### src/rtl/vcfg_pkg.sv
// Shared types and encodings for the vector-configuration controller.
package vcfg_pkg;

  typedef enum logic [1:0] {
    CFG_VSETVLI     = 2'b00,
    CFG_VSETVLI_ALT = 2'b01,
    CFG_VSETVL      = 2'b10,
    CFG_VSETIVLI    = 2'b11
  } cfg_type_e;

  // rsvd collapses vtype[XLEN-2:8] to a single "reserved bit set" flag
  typedef struct packed {
    logic       vill;
    logic       rsvd;
    logic       vma;
    logic       vta;
    logic [2:0] vsew;
    logic [2:0] vlmul;
  } vtype_t;

  localparam logic [2:0] VSEW_E8  = 3'd0;
  localparam logic [2:0] VSEW_E16 = 3'd1;
  localparam logic [2:0] VSEW_E32 = 3'd2;
  localparam logic [2:0] VSEW_E64 = 3'd3;

  localparam logic [2:0] VLMUL_M1   = 3'd0;
  localparam logic [2:0] VLMUL_M2   = 3'd1;
  localparam logic [2:0] VLMUL_M4   = 3'd2;
  localparam logic [2:0] VLMUL_M8   = 3'd3;
  localparam logic [2:0] VLMUL_RSVD = 3'd4;
  localparam logic [2:0] VLMUL_MF8  = 3'd5;
  localparam logic [2:0] VLMUL_MF4  = 3'd6;
  localparam logic [2:0] VLMUL_MF2  = 3'd7;

  typedef enum logic [1:0] {
    ST_IDLE,
    ST_CALC,
    ST_RESP
  } state_e;

endpackage

### src/rtl/vcfg_vlmax.sv
// Combinational VLMAX from SEW/LMUL plus the SEW/LMUL legality check.
module vcfg_vlmax import vcfg_pkg::*; #(
  parameter int VLEN         = 1024,
  parameter int ELEN         = 64,
  parameter int FRAC_LMUL_EN = 1,
  parameter int VL_BITS      = $clog2(VLEN) + 1
) (
  input  logic [2:0]         vsew,
  input  logic [2:0]         vlmul,
  output logic [VL_BITS-1:0] vlmax,
  output logic               vill_sew_lmul
);

  localparam int                 ELEN_LOG = $clog2(ELEN) - 3;
  localparam logic [VL_BITS-1:0] VLEN_E8  = VL_BITS'(VLEN / 8);

  logic               frac;
  logic [1:0]         fshift;
  logic [VL_BITS-1:0] base;

  always_comb begin
    frac   = vlmul[2] && (vlmul != VLMUL_RSVD);
    // mf8/mf4/mf2 (5/6/7) divide by 2^(8-vlmul) = 2^3/2^2/2^1
    fshift = (~vlmul[1:0]) + 2'd1;
    base   = VLEN_E8 >> vsew;
    vlmax  = frac ? (base >> fshift) : (base << vlmul[1:0]);
    vill_sew_lmul = (vlmul == VLMUL_RSVD)
                 || ({1'b0, vsew} > 4'(ELEN_LOG))
                 || (frac && (FRAC_LMUL_EN == 0))
                 || (frac && (({1'b0, vsew} + {2'b00, fshift}) > 4'(ELEN_LOG)))
                 || (vlmax == '0);
    if (vill_sew_lmul) vlmax = '0;
  end

endmodule

### src/rtl/vcfg_ctrl.sv
// vsetvl/vsetvli/vsetivli controller: FSM, AVL select, clamp, architectural vl/vtype.
module vcfg_ctrl import vcfg_pkg::*; #(
  parameter int XLEN         = 32,
  parameter int VLEN         = 1024,
  parameter int ELEN         = 64,
  parameter int FRAC_LMUL_EN = 1,
  parameter int VL_BITS      = $clog2(VLEN) + 1
) (
  input  logic               clk,
  input  logic               rst,
  input  logic               req_valid,
  output logic               req_ready,
  input  logic [1:0]         req_type,
  input  logic               req_rs1_x0,
  input  logic               req_rd_x0,
  input  logic [XLEN-1:0]    req_avl,
  input  logic [XLEN-1:0]    req_vtype,
  output logic               resp_valid,
  input  logic               resp_ready,
  output logic [XLEN-1:0]    resp_vl,
  output logic               cfg_busy,
  output logic [VL_BITS-1:0] vl,
  output logic [2:0]         vsew,
  output logic [2:0]         vlmul,
  output logic               vta,
  output logic               vma,
  output logic               vill
);

  localparam int CW = (XLEN > VL_BITS) ? XLEN : VL_BITS;

  state_e             state_q, state_d;
  cfg_type_e          typ_q;
  logic               rs1_x0_q, rd_x0_q;
  logic [XLEN-1:0]    avl_q, vt_raw_q;
  logic [VL_BITS-1:0] vl_q, vl_d;
  logic [2:0]         vsew_q, vsew_d, vlmul_q, vlmul_d;
  logic               vta_q, vta_d, vma_q, vma_d, vill_q, vill_d;
  vtype_t             nvt;
  logic [VL_BITS-1:0] new_vlmax, old_vlmax;
  logic               new_bad, old_bad, keep;
  logic [CW-1:0]      avl_w, vlmax_w;

  // New vtype drives one instance, the architectural vtype the other
  vcfg_vlmax #(.VLEN(VLEN), .ELEN(ELEN), .FRAC_LMUL_EN(FRAC_LMUL_EN), .VL_BITS(VL_BITS)) u_new (
    .vsew(nvt.vsew), .vlmul(nvt.vlmul), .vlmax(new_vlmax), .vill_sew_lmul(new_bad));
  vcfg_vlmax #(.VLEN(VLEN), .ELEN(ELEN), .FRAC_LMUL_EN(FRAC_LMUL_EN), .VL_BITS(VL_BITS)) u_old (
    .vsew(vsew_q), .vlmul(vlmul_q), .vlmax(old_vlmax), .vill_sew_lmul(old_bad));

  always_ff @(posedge clk) begin
    if (rst) state_q <= ST_IDLE;
    else     state_q <= state_d;
  end

  always_comb begin
    state_d = state_q;
    unique case (state_q)
      ST_IDLE: if (req_valid)  state_d = ST_CALC;
      ST_CALC: state_d = rd_x0_q ? ST_IDLE : ST_RESP;
      ST_RESP: if (resp_ready) state_d = ST_IDLE;
      default: state_d = ST_IDLE;
    endcase
  end

  always_comb begin
    req_ready  = 1'b0;
    cfg_busy   = 1'b0;
    resp_valid = 1'b0;
    unique case (state_q)
      ST_IDLE: req_ready  = 1'b1;
      ST_CALC: cfg_busy   = 1'b1;
      ST_RESP: resp_valid = 1'b1;
      default: ;
    endcase
  end

  always_ff @(posedge clk) begin
    if (rst) begin
      typ_q    <= CFG_VSETVLI;
      rs1_x0_q <= 1'b0;
      rd_x0_q  <= 1'b0;
      avl_q    <= '0;
      vt_raw_q <= '0;
    end else if (state_q == ST_IDLE && req_valid) begin
      typ_q    <= cfg_type_e'(req_type);
      rs1_x0_q <= req_rs1_x0;
      rd_x0_q  <= req_rd_x0;
      avl_q    <= req_avl;
      vt_raw_q <= req_vtype;
    end
  end

  always_comb begin
    nvt.vill  = vt_raw_q[XLEN-1];
    nvt.rsvd  = |vt_raw_q[XLEN-2:8];
    nvt.vma   = vt_raw_q[7];
    nvt.vta   = vt_raw_q[6];
    nvt.vsew  = vt_raw_q[5:3];
    nvt.vlmul = vt_raw_q[2:0];
  end

  // Clamp compares at full width so large AVLs never wrap below VLMAX
  always_comb begin
    keep    = (typ_q != CFG_VSETIVLI) && rs1_x0_q && rd_x0_q;
    vlmax_w = CW'(new_vlmax);
    avl_w   = ((typ_q == CFG_VSETIVLI) || !rs1_x0_q) ? CW'(avl_q) : vlmax_w;
    vill_d  = nvt.vill | nvt.rsvd | new_bad
            | (keep & (vill_q | old_bad | (old_vlmax != new_vlmax)));
    vl_d    = keep ? vl_q : ((avl_w < vlmax_w) ? VL_BITS'(avl_w) : new_vlmax);
    vsew_d  = nvt.vsew;
    vlmul_d = nvt.vlmul;
    vta_d   = nvt.vta;
    vma_d   = nvt.vma;
    if (vill_d) begin
      vl_d    = '0;
      vsew_d  = '0;
      vlmul_d = '0;
      vta_d   = 1'b0;
      vma_d   = 1'b0;
    end
  end

  always_ff @(posedge clk) begin
    if (rst) begin
      vl_q    <= '0;
      vsew_q  <= '0;
      vlmul_q <= '0;
      vta_q   <= 1'b0;
      vma_q   <= 1'b0;
      vill_q  <= 1'b1;
    end else if (state_q == ST_CALC) begin
      vl_q    <= vl_d;
      vsew_q  <= vsew_d;
      vlmul_q <= vlmul_d;
      vta_q   <= vta_d;
      vma_q   <= vma_d;
      vill_q  <= vill_d;
    end
  end

  assign vl      = vl_q;
  assign vsew    = vsew_q;
  assign vlmul   = vlmul_q;
  assign vta     = vta_q;
  assign vma     = vma_q;
  assign vill    = vill_q;
  assign resp_vl = XLEN'(vl_q);

endmodule

### config.mk
export PLATFORM = sky130hd
export DESIGN_NAME = vcfg_ctrl
export DESIGN_NICKNAME = d
export VERILOG_FILES = /design/src/rtl/vcfg_pkg.sv /design/src/rtl/vcfg_vlmax.sv /design/src/rtl/vcfg_ctrl.sv
export SDC_FILE = /design/constraint.sdc
export NUM_CORES = 1
export LEC_CHECK = 0
export BUFFER_PORTS_ARGS = -buffer_cell sky130_fd_sc_hd__buf_2
export CAP_MARGIN = 10
export CELL_PAD_IN_SITES_DETAIL_PLACEMENT = 1
export CELL_PAD_IN_SITES_GLOBAL_PLACEMENT = 1
export CORE_MARGIN = 4
export CORE_UTILIZATION = 31
export DETAILED_ROUTE_END_ITERATION = 8
export PLACE_DENSITY_LB_ADDON = 0.1
export SETUP_SLACK_MARGIN = 0.05
export SYNTH_ARGS = -nofsm -noshare
export SYNTH_HDL_FRONTEND = slang
export SYNTH_HIERARCHICAL = 1
export SYNTH_SLANG_ARGS = --single-unit
### constraint.sdc
create_clock -name clk -period 5.76 [get_ports clk]
set_clock_uncertainty 0.2 [all_clocks]
set_input_delay 0.288 -clock clk [delete_from_list [all_inputs] [get_ports clk]]
set_output_delay 0.288 -clock clk [all_outputs]
set_load 0.01 [all_outputs]
Word-level counts from Yosys, hierarchy flattened
Index checks and enable logic that the tools add are counted.
{"block": "word_totals", "out_inout_bits": 55, "word_cells": 87, "n_memories": 0, "register_bits": 90, "mem_bits_ro": 0, "latch_bits": 0, "in_bits": 72, "ramBits": 0}
{"block": "classes", "div": 0, "bitwise": 8, "add_sub_neg": 4, "order_cmp": 5, "eq_ne": 12, "reduce_logical": 21, "n_mux": 19, "shifts": 6, "n_mul": 0}
{"op": "$mux W11", "count": 7}
{"op": "$lt A32 B11 Y1", "count": 1}
{"op": "$mux W32", "count": 1}
{"op": "$reduce_or A23 Y1", "count": 1}
{"op": "$logic_not A11 Y1", "count": 2}
{"op": "$shl A11 B2 Y11", "count": 2}
{"op": "$shr A11 B2 Y11", "count": 2}
{"op": "$shr A8 B3 Y11 const A", "count": 2}
{"op": "$ne A11 B11 Y1", "count": 1}
{"op": "$add A3 B2 Y4", "count": 2}
{"op": "$gt A4 B2 Y1 const B", "count": 2}
{"op": "$logic_and A1 B1 Y1", "count": 7}
{"op": "$logic_or A1 B1 Y1", "count": 7}
{"op": "$eq A3 B3 Y1 const B", "count": 2}
{"op": "$gt A3 B2 Y1 const B", "count": 2}
{"op": "$mux W2", "count": 3}
{"op": "$mux W3", "count": 2}
{"op": "$ne A2 B2 Y1 const B", "count": 3}
{"op": "$ne A3 B3 Y1 const B", "count": 2}
{"op": "$pmux W2 S3", "count": 1}
{"op": "$mux W1", "count": 5}
{"op": "$or A1 B1 Y1", "count": 5}
{"op": "$add A2 B1 Y2 const B", "count": 2}
{"op": "$eq A2 B2 Y1 const B", "count": 2}
{"op": "other kinds (7)", "count": 9}

Depth between registers and ports, before layout
Gate-level depths: netlist (run 1).
{"block": "logic_depth", "depth_word": 14, "depth_mapped": 17, "mapped_depth_nobuf": 15}

Modules after synthesis
The synthesis (run 1) kept the hierarchy.
{"module": "vcfg_ctrl", "seq_area_each_um2": 1801.7, "area_each_um2": 4088.9, "n_inst": 1, "cells_each": 512}
{"module": "vcfg_vlmax at u_old", "seq_area_each_um2": 0.0, "area_each_um2": 436.7, "n_inst": 1, "cells_each": 72}
{"module": "vcfg_vlmax at u_new", "seq_area_each_um2": 0.0, "area_each_um2": 372.9, "n_inst": 1, "cells_each": 58}

Worst setup path before layout (run 1)
OpenSTA, ideal clock, no wires.
{"block": "synth_timing", "path_type": "reg-to-reg", "startpoint": "register vt_raw_q[0]", "endpoint": "register vl_q[1] (netlist: vl[1])", "path_slack_ps": 1750, "period_less_slack_ps": 4010, "t_required_ps": 5433, "arrival_ps": 3683, "stages_incl_launch_ff": 18, "n_path_buf": 2, "setup_time_ps": 127, "cell_sequence": "dfxtp_1 > buf_6 > inv_1 > ha_1 > ha_1 > a311o_1 > or3_1 > o31ai_2 > inv_1 > o21ai_0 > ha_1 > a21oi_1 > o221ai_1 > o21ai_1 > o211ai_2 > buf_6 > mux2i_1 > o2bb2ai_1"}
{"block": "synth_via", "elab_chain_len": 14, "word_cells_on_any_way": 28, "cone_classes": "2 x add/sub; 2 x order compare; 4 x eq/ne; 2 x shift; 6 x mux; 5 x bitwise; 7 x reduce/logical"}
{"item": "start: declaration", "line_no": "vcfg_ctrl.sv:35", "rtl": "logic [XLEN-1:0] avl_q, vt_raw_q;"}
{"item": "start signal: assignment", "line_no": "vcfg_ctrl.sv:89", "rtl": "vt_raw_q <= req_vtype;"}
{"item": "$not A2 Y2", "line_no": "vcfg_vlmax.sv:24", "rtl": "fshift = (~vlmul[1:0]) + 2'd1;"}
{"item": "$add A2 B1 Y2", "line_no": "vcfg_vlmax.sv:24"}
{"item": "$add A3 B2 Y4", "line_no": "vcfg_vlmax.sv:30", "rtl": "|| (frac && (({1'b0, vsew} + {2'b00, fshift}) > 4'(ELEN_LOG)))"}
{"item": "$gt A4 B2 Y1", "line_no": "vcfg_vlmax.sv:30"}
{"item": "$logic_and A1 B1 Y1", "line_no": "vcfg_vlmax.sv:30"}
{"item": "$logic_or A1 B1 Y1", "line_no": "vcfg_vlmax.sv:30"}
{"item": "$logic_or A1 B1 Y1", "line_no": "vcfg_vlmax.sv:31", "rtl": "|| (vlmax == '0);"}
{"item": "$mux W11 *", "line_no": "vcfg_vlmax.sv:32", "rtl": "if (vill_sew_lmul) vlmax = '0;"}
{"item": "via new_vlmax[4]", "line_no": "vcfg_ctrl.sv:40", "rtl": "logic [VL_BITS-1:0] new_vlmax, old_vlmax;"}
{"item": "parallel branches: the longest is 6 deep, another holds $lt A32 B11 Y1"}
{"item": "end signal: assignment", "line_no": "vcfg_ctrl.sv:132", "rtl": "vl_q <= vl_d;"}
{"item": "end: declaration", "line_no": "vcfg_ctrl.sv:36", "rtl": "logic [VL_BITS-1:0] vl_q, vl_d;"}
Mark *: on every way through the listed nets, which the timed path passes. The select of a mux whose other input is x is not followed.
A chain may end at the register's enable or synchronous reset.

Final worst setup path (run 1)
{"block": "layout_timing", "startpoint": "register vt_raw_q[0]", "endpoint": "register vl_q[9] (netlist: vl[9])"}
Same word-level chain as after synthesis.

==> results of run 1 <==
## area by class of cell
class,count,share of cell area
inverters,19,0.0113
flip-flops and latches,90,0.286
clock inverters,6,0.0103
well taps,211,0.0420
clock buffers,10,0.0364
multi-input cells,476,0.422
repair buffers,174,0.191
## per-stage QoR
stage | power (mW) | util | worst slack, ns | hold WS (ns) | cells
2_1_floorplan | 0.873 | - | 1.75 | 0.224 | 662
6_report | 1.54 | 0.411 | 0.961 | 0.00744 | 986
4_1_cts | 1.57 | 0.411 | 0.956 | 0.00139 | 986
5_1_grt | 1.63 | 0.411 | 0.583 | 0.0138 | 986
3_5_place_dp | 0.939 | 0.350 | 0.984 | 0.248 | 906
3_3_place_gp | 0.932 | 0.350 | 1.22 | 0.243 | 906
## worst max-delay path by stage
stage	startpoint	to	depth (start not counted)
floorplan	vt_raw_q[0]	vl[1]	17
global placement	vt_raw_q[0]	vl[5]	15
detailed placement	vt_raw_q[0]	vl[9]	15
CTS	vt_raw_q[0]	vl[9]	15
global route	vt_raw_q[0]	vl[9]	15
finish	vt_raw_q[0]	vl[9]	15
## registers in the layout, indices dropped and copies added, names as in the netlist, 2 cells and up
register / flops
vl: 11
state_q: 2
vsew: 3
avl_q: 32
vlmul: 3
vt_raw_q: 32
typ_q: 2
## cell usage in the layout, fill, tap and decap left out, types with 13 or more instances in the layout
cell type	Yosys	layout
a21oi_1	78	78
buf_2	7	105
conb_1	3	23
dfxtp_1	90	90
dlygate4sd3_1	0	64
ha_1	14	14
inv_1	18	18
nand2_1	156	155
nor2_1	33	33
o21ai_0	13	13
xnor2_1	16	16
## logic make-up (layout without fill, tap and decap cells)
kind of cell	Yosys count	count (layout)	synth area share
other	3	23	0.00230
muxes	11	11	0.0225
buffers and inverters	96	209	0.106
adders and majority gates	14	14	0.0358
DFF	90	90	0.368
xor gates and xnor gates	16	16	0.0286
AOI/OAI and AO/OA	141	141	0.180
and+or+nand+nor	271	271	0.257
## power by group through the flow
stage	clock, mW	sequential, mW	combinational [mW]
global route	0.632	0.685	0.309
detailed placement	0	0.695	0.244
finish	0.585	0.680	0.276
CTS	0.608	0.680	0.278
global placement	0	0.693	0.239
floorplan	0	0.684	0.189
## critical path: cells and delay by family (launching register included)
family | cells | cell delay (ns)
AO/OA/AOI/OAI | 8 | 1.95
adder cells (fa/ha/maj) | 3 | 1.03
buffers and inverters | 2 | 0.24
flip-flops | 1 | 0.56
multiplexers | 1 | 0.30
AND/OR/NAND/NOR | 1 | 0.39
## what timing repair did
item,in CTS,in global routing
hold buffers,64,0
endpoints found under the hold margin,64,0
endpoints found under the setup margin,0,0
## layer usage
layer	up-vias	GRT usage
li1	2396	-
met1	2253	0.217
met4	0	0.0520
met5	-	0
met2	103	0.290
met3	16	0.0295
==> impl_results.md, run 1 <==
* Crit-path max cell delay at 0.56 ns
* Switching power at 0.429 mW
* Number of antenna repair diodes at 0
* Upper clock frequency limit at 208 MHz
* Worst Path Arrival at 4.81 ns
* Clock Sinks at 90
* Core region area at 15300 sq um
* Sw Ratio at 0.278
* Global-route wire length before repair at 24600 um
* FF-to-FF End: vl[9]
* Post-Place Cell Area at 5360 sq um
* Initial core utilization at 0.320
* Leakage at 2.59 nW
* Slowest-stage cell, CP: dfxtp_1
* Worst path required time at 5.77 ns
* GRT overflow at 0
* Crit path launch type: flip-flop
* Top cell type by total area after synthesis: dfxtp_1
* Crit path top cell by count: ha_1
* Die area at 17900 sq um
* Die Span Y at 134 um
* Area grow syn2layout at 28.4%
* Avg Inst Size Synth at 7.63 sq um
* Hold Crit Depth at 3
* Chip Width at 134 um
* Status: completed
* Maxcap violations at 0
* Logic pwr share at 0.179
* Synth Warn # at 6
* I/O Pins at 127
* Final number of setup-violating endpoints at 0
* Num rows at 45
* DR WL met2 at 7340 um
* Initial antenna violation count at 0
* Setup TNS at 0 ns
* GPL Wtd Cong at 0.861
* Initial DRC Count at 170
* Maximum fanout along the worst path at 13
* Commonest cells in the netlist: 156 x nand2_1, 90 x dfxtp_1, 78 x a21oi_1, 34 x buf_4, 33 x nor2_1
* Crit path time final at 4.80 ns
* Clk network pwr share at 0.380
* EDFF count, synth at 0
* Worst-path clk slew at 0.07 ns
* Filler Cell Count at 1906
* RSZ-0062 raised after global routing: false
* Vias in the first global route at 4912
* Flop pwr share at 0.441
* Mapped cell area at 4900 sq um
* Min-Delay Endpoint: vt_raw_q[23]
* DRC at 0
* Top layer in use: met4
* Share of the synthesized area in the top cell type at 0.368
* Post-CTS Setup Repair Bufs at 0
* CTS tree: built
* Synth Flop Type: dfxtp_1
* Final Cycle Share at 0.833
* Area occupied by multi-input gates at 2660 sq um
* WL/cell at 15.4 um
* Clk buf depth at 2
* Metal3 WL at 546 um
* Final ANT Viol Nets at 0
* Post-Route WL at 15200 um
* H-Tree Depth at 3
* IR drop worst, VDD at 157 uV
* Int Pwr at 1.11 mW
* Critical path type: reg -> reg
* P per Cell Area at 245 nW/um^2
* Yosys reg bits at 90
* Worst slew margin at 0.278
* M1 wire length at 7050 um
* Flop2flop setup slack at 0.96 ns
* TritonCTS Buffers at 9
* PortBufs at 105
* Setup crit end kind: flip-flop
* Worst-Skew Late Latency at 0.34 ns
* Layout cell share with drive strength beyond 1 at 0.177
* Register area at 1800 sq um
* Crit-path cells: inv_1 > ha_1 > ha_1 > a311o_1 > or3_1 > o31ai_2 > inv_1 > o21ai_0 > ha_1 > a21oi_1 > o221ai_1 > o21ai_1 > o211ai_2 > mux2i_1 > o2bb2ai_1
* Final net count at 856
* Worst-Margin Slew at 1.08 ns
* Top post-synthesis cells by area: dfxtp_1 37%, nand2_1 12%, a21oi_1 8.0%
* Final Hold Viols at 0
* Root buffer cell: clkbuf_16
* Syn Inst Count at 642
* Count leader, synth: nand2_1
* FF-to-FF Start: vt_raw_q[0]
* Largest net degree at the start of global routing at 70
* R2R cell count at 15
* DP HPWL at 10700 um
* Hold path start: req_vtype[23]
* Final instance area at 6290 sq um
* Initial DRT Pass Iterations at 4
* Post_cts resized at 0
* Worst hold path class: in -> reg
* Slew Viols, Final at 0
* Post-synth ARST share at 0
* Vias at 4768
* Seq/Total Area, Yosys at 0.368
* Synth cell types at 59
* Vias per cell at 4.84
* All-Layer GR Usage at 0.169
Power figures use the tool's default switching activity.
==> run 2: changes to the inputs <==
==> constraint.sdc (replaced) <==
create_clock -name clk -period 4.13 [get_ports clk]
set_clock_uncertainty 0.2 [all_clocks]
set_input_delay 0.2065 -clock clk [delete_from_list [all_inputs] [get_ports clk]]
set_output_delay 0.2065 -clock clk [all_outputs]
set_load 0.01 [all_outputs]
==> impl_results.md, run 2 (same netlist as run 1, synthesis figures left out) <==
* Worst slack at placement at -0.0772 ns
* Vias in the first global route at 4933
* Initial core utilization at 0.320
* Worst hold slack at 0.246 ns
* Delay-heaviest family, CP: compound AO/OA/AOI/OAI gates
* Slowest-stage cell, CP: or3_4
* Area occupied by multi-input gates at 2740 sq um
* Final ANT Viol Nets at 0
* Most frequent cells in the layout: 155 x nand2_1, 105 x buf_2, 90 x dfxtp_1, 78 x a21oi_1, 69 x dlygate4sd3_1
* Critical path type: reg -> reg
* Int Pwr at 1.52 mW
* Worst hold path class: in -> reg
* Final Hold Viols at 0
* Crit path time final at 3.90 ns
* Worst-Margin Slew at 0.839 ns
* Vias per cell at 4.83
* Maximum fanout along the worst path at 5
* Worst Path Arrival at 3.92 ns
* Post-Route WL at 15600 um
* Core region area at 15300 sq um
* DRC at 0
* Die Span Y at 134 um
* PortBufs at 105
* Crit path top cell by count: ha_1
* Worst slew margin at 0.441
* Upper clock frequency limit at 256 MHz
* Largest net degree at the start of global routing at 70
* GRT overflow at 0
* Worst path required time at 4.15 ns
* Worst-path clk slew at 0.07 ns
* I/O Pins at 127
* Maxcap violations at 0
* Layout cell share with drive strength beyond 1 at 0.212
* Final instance area at 6570 sq um
* Final Cycle Share at 0.945
* All-Layer GR Usage at 0.173
* DP HPWL at 11000 um
* Vias at 4895
* Leakage at 2.73 nW
* Initial antenna violation count at 0
* Root buffer cell: clkbuf_16
* Clk network pwr share at 0.367
* TritonCTS Buffers at 9
* Final core occ at 0.429
* Initial DRC Count at 232
* WL/cell at 15.4 um
* Crit path launch type: flip-flop
* Number of antenna repair diodes at 0
* Area grow syn2layout at 34.2%
* Chip Width at 134 um
* Register area at 1800 sq um
* Setup TNS at 0 ns
* RSZ-0062 raised after global routing: false
* Clock Sinks at 90
* Final net count at 883
* Slew Viols, Final at 0
* Die area at 17900 sq um
* GPL Wtd Cong at 0.836
* Setup crit end kind: flip-flop
* Worst-Skew Late Latency at 0.35 ns
* IR drop worst, VDD at 192 uV
* Post-Place Cell Area at 5500 sq um
* Initial DRT Pass Iterations at 4
* Setup WS post-layout at 0.228 ns
* Crit-path cells: inv_1 > ha_1 > ha_1 > a311o_1 > or3_4 > o31ai_4 > inv_1 > o21ai_2 > ha_1 > a21oi_1 > o221ai_1 > o21ai_2 > o211ai_4 > mux2i_1 > o2bb2ai_1
* H-Tree Depth at 3
* Logic pwr share at 0.200
* Crit-path max cell delay at 0.40 ns
* WP buf/inv at 2
* P per Cell Area at 331 nW/um^2
* Switching power at 0.650 mW
* CTS tree: built
* Final number of setup-violating endpoints at 0
* Global-route wire length before repair at 24800 um
* Status: completed
* Num rows at 45
* Filler Cell Count at 1895
* Sw Ratio at 0.299
* Clk buf depth at 2
* Flop pwr share at 0.433
* Commonest non-fill, non-tap cell in the layout: nand2_1
## run 2: power by group through the flow
| stage | Combinational [mW] | Clock (mW) | Sequential [mW] |
|---|---|---|---|
| final | 0.434 | 0.799 | 0.942 |
| after global routing | 0.482 | 0.861 | 0.949 |
| after CTS | 0.416 | 0.830 | 0.943 |
| after detailed placement | 0.359 | 0 | 0.963 |
| after global placement | 0.351 | 0 | 0.961 |
| after floorplan | 0.264 | 0 | 0.954 |
## run 2: stage by stage
stage          power, mW  std cells
3_3_place_gp        1.31        925
3_5_place_dp        1.32        925
4_1_cts             2.19       1010
5_1_grt             2.29       1013
2_1_floorplan       1.22        662
6_report            2.17       1013
## run 2: area by class of cell
type                       count  share of cell area
clock buffer                   9              0.0343
clock inverter                 7             0.00971
inverter                      19              0.0108
multi-input combinational    477               0.416
sequential                    90               0.274
tap                          211              0.0402
timing repair buffer         200               0.215
## run 2: what timing repair did
item | 4_1_cts | 5_1_grt
hold buffers | 69 | 0
hold endpoints to repair | 69 | 0
gates cloned | 0 | 1
setup buffers | 0 | 2
gates resized for setup | 3 | 15
pin swaps | 0 | 5
endpoints found under the setup margin | 10 | 11
## run 2: worst paths after layout
check                 end          from  slack [ns]  cells after the start
min reg2reg  vt_raw_q[13]  vt_raw_q[13]        0.26                      2
max                vl[10]   vt_raw_q[0]        0.23                     15
min                   vma           rst        0.25                      2
max reg2reg        vl[10]   vt_raw_q[0]        0.23                     15
## run 2: routing by layer
layer | vias up | share of wire | GRT usage
li1 | 2442 | - | -
met1 | 2347 | 0.45 | 0.215
met2 | 97 | 0.51 | 0.302
met3 | 9 | 0.035 | 0.0415
met4 | 0 | 0.010 | 0.0366
met5 | - | 0 | 0
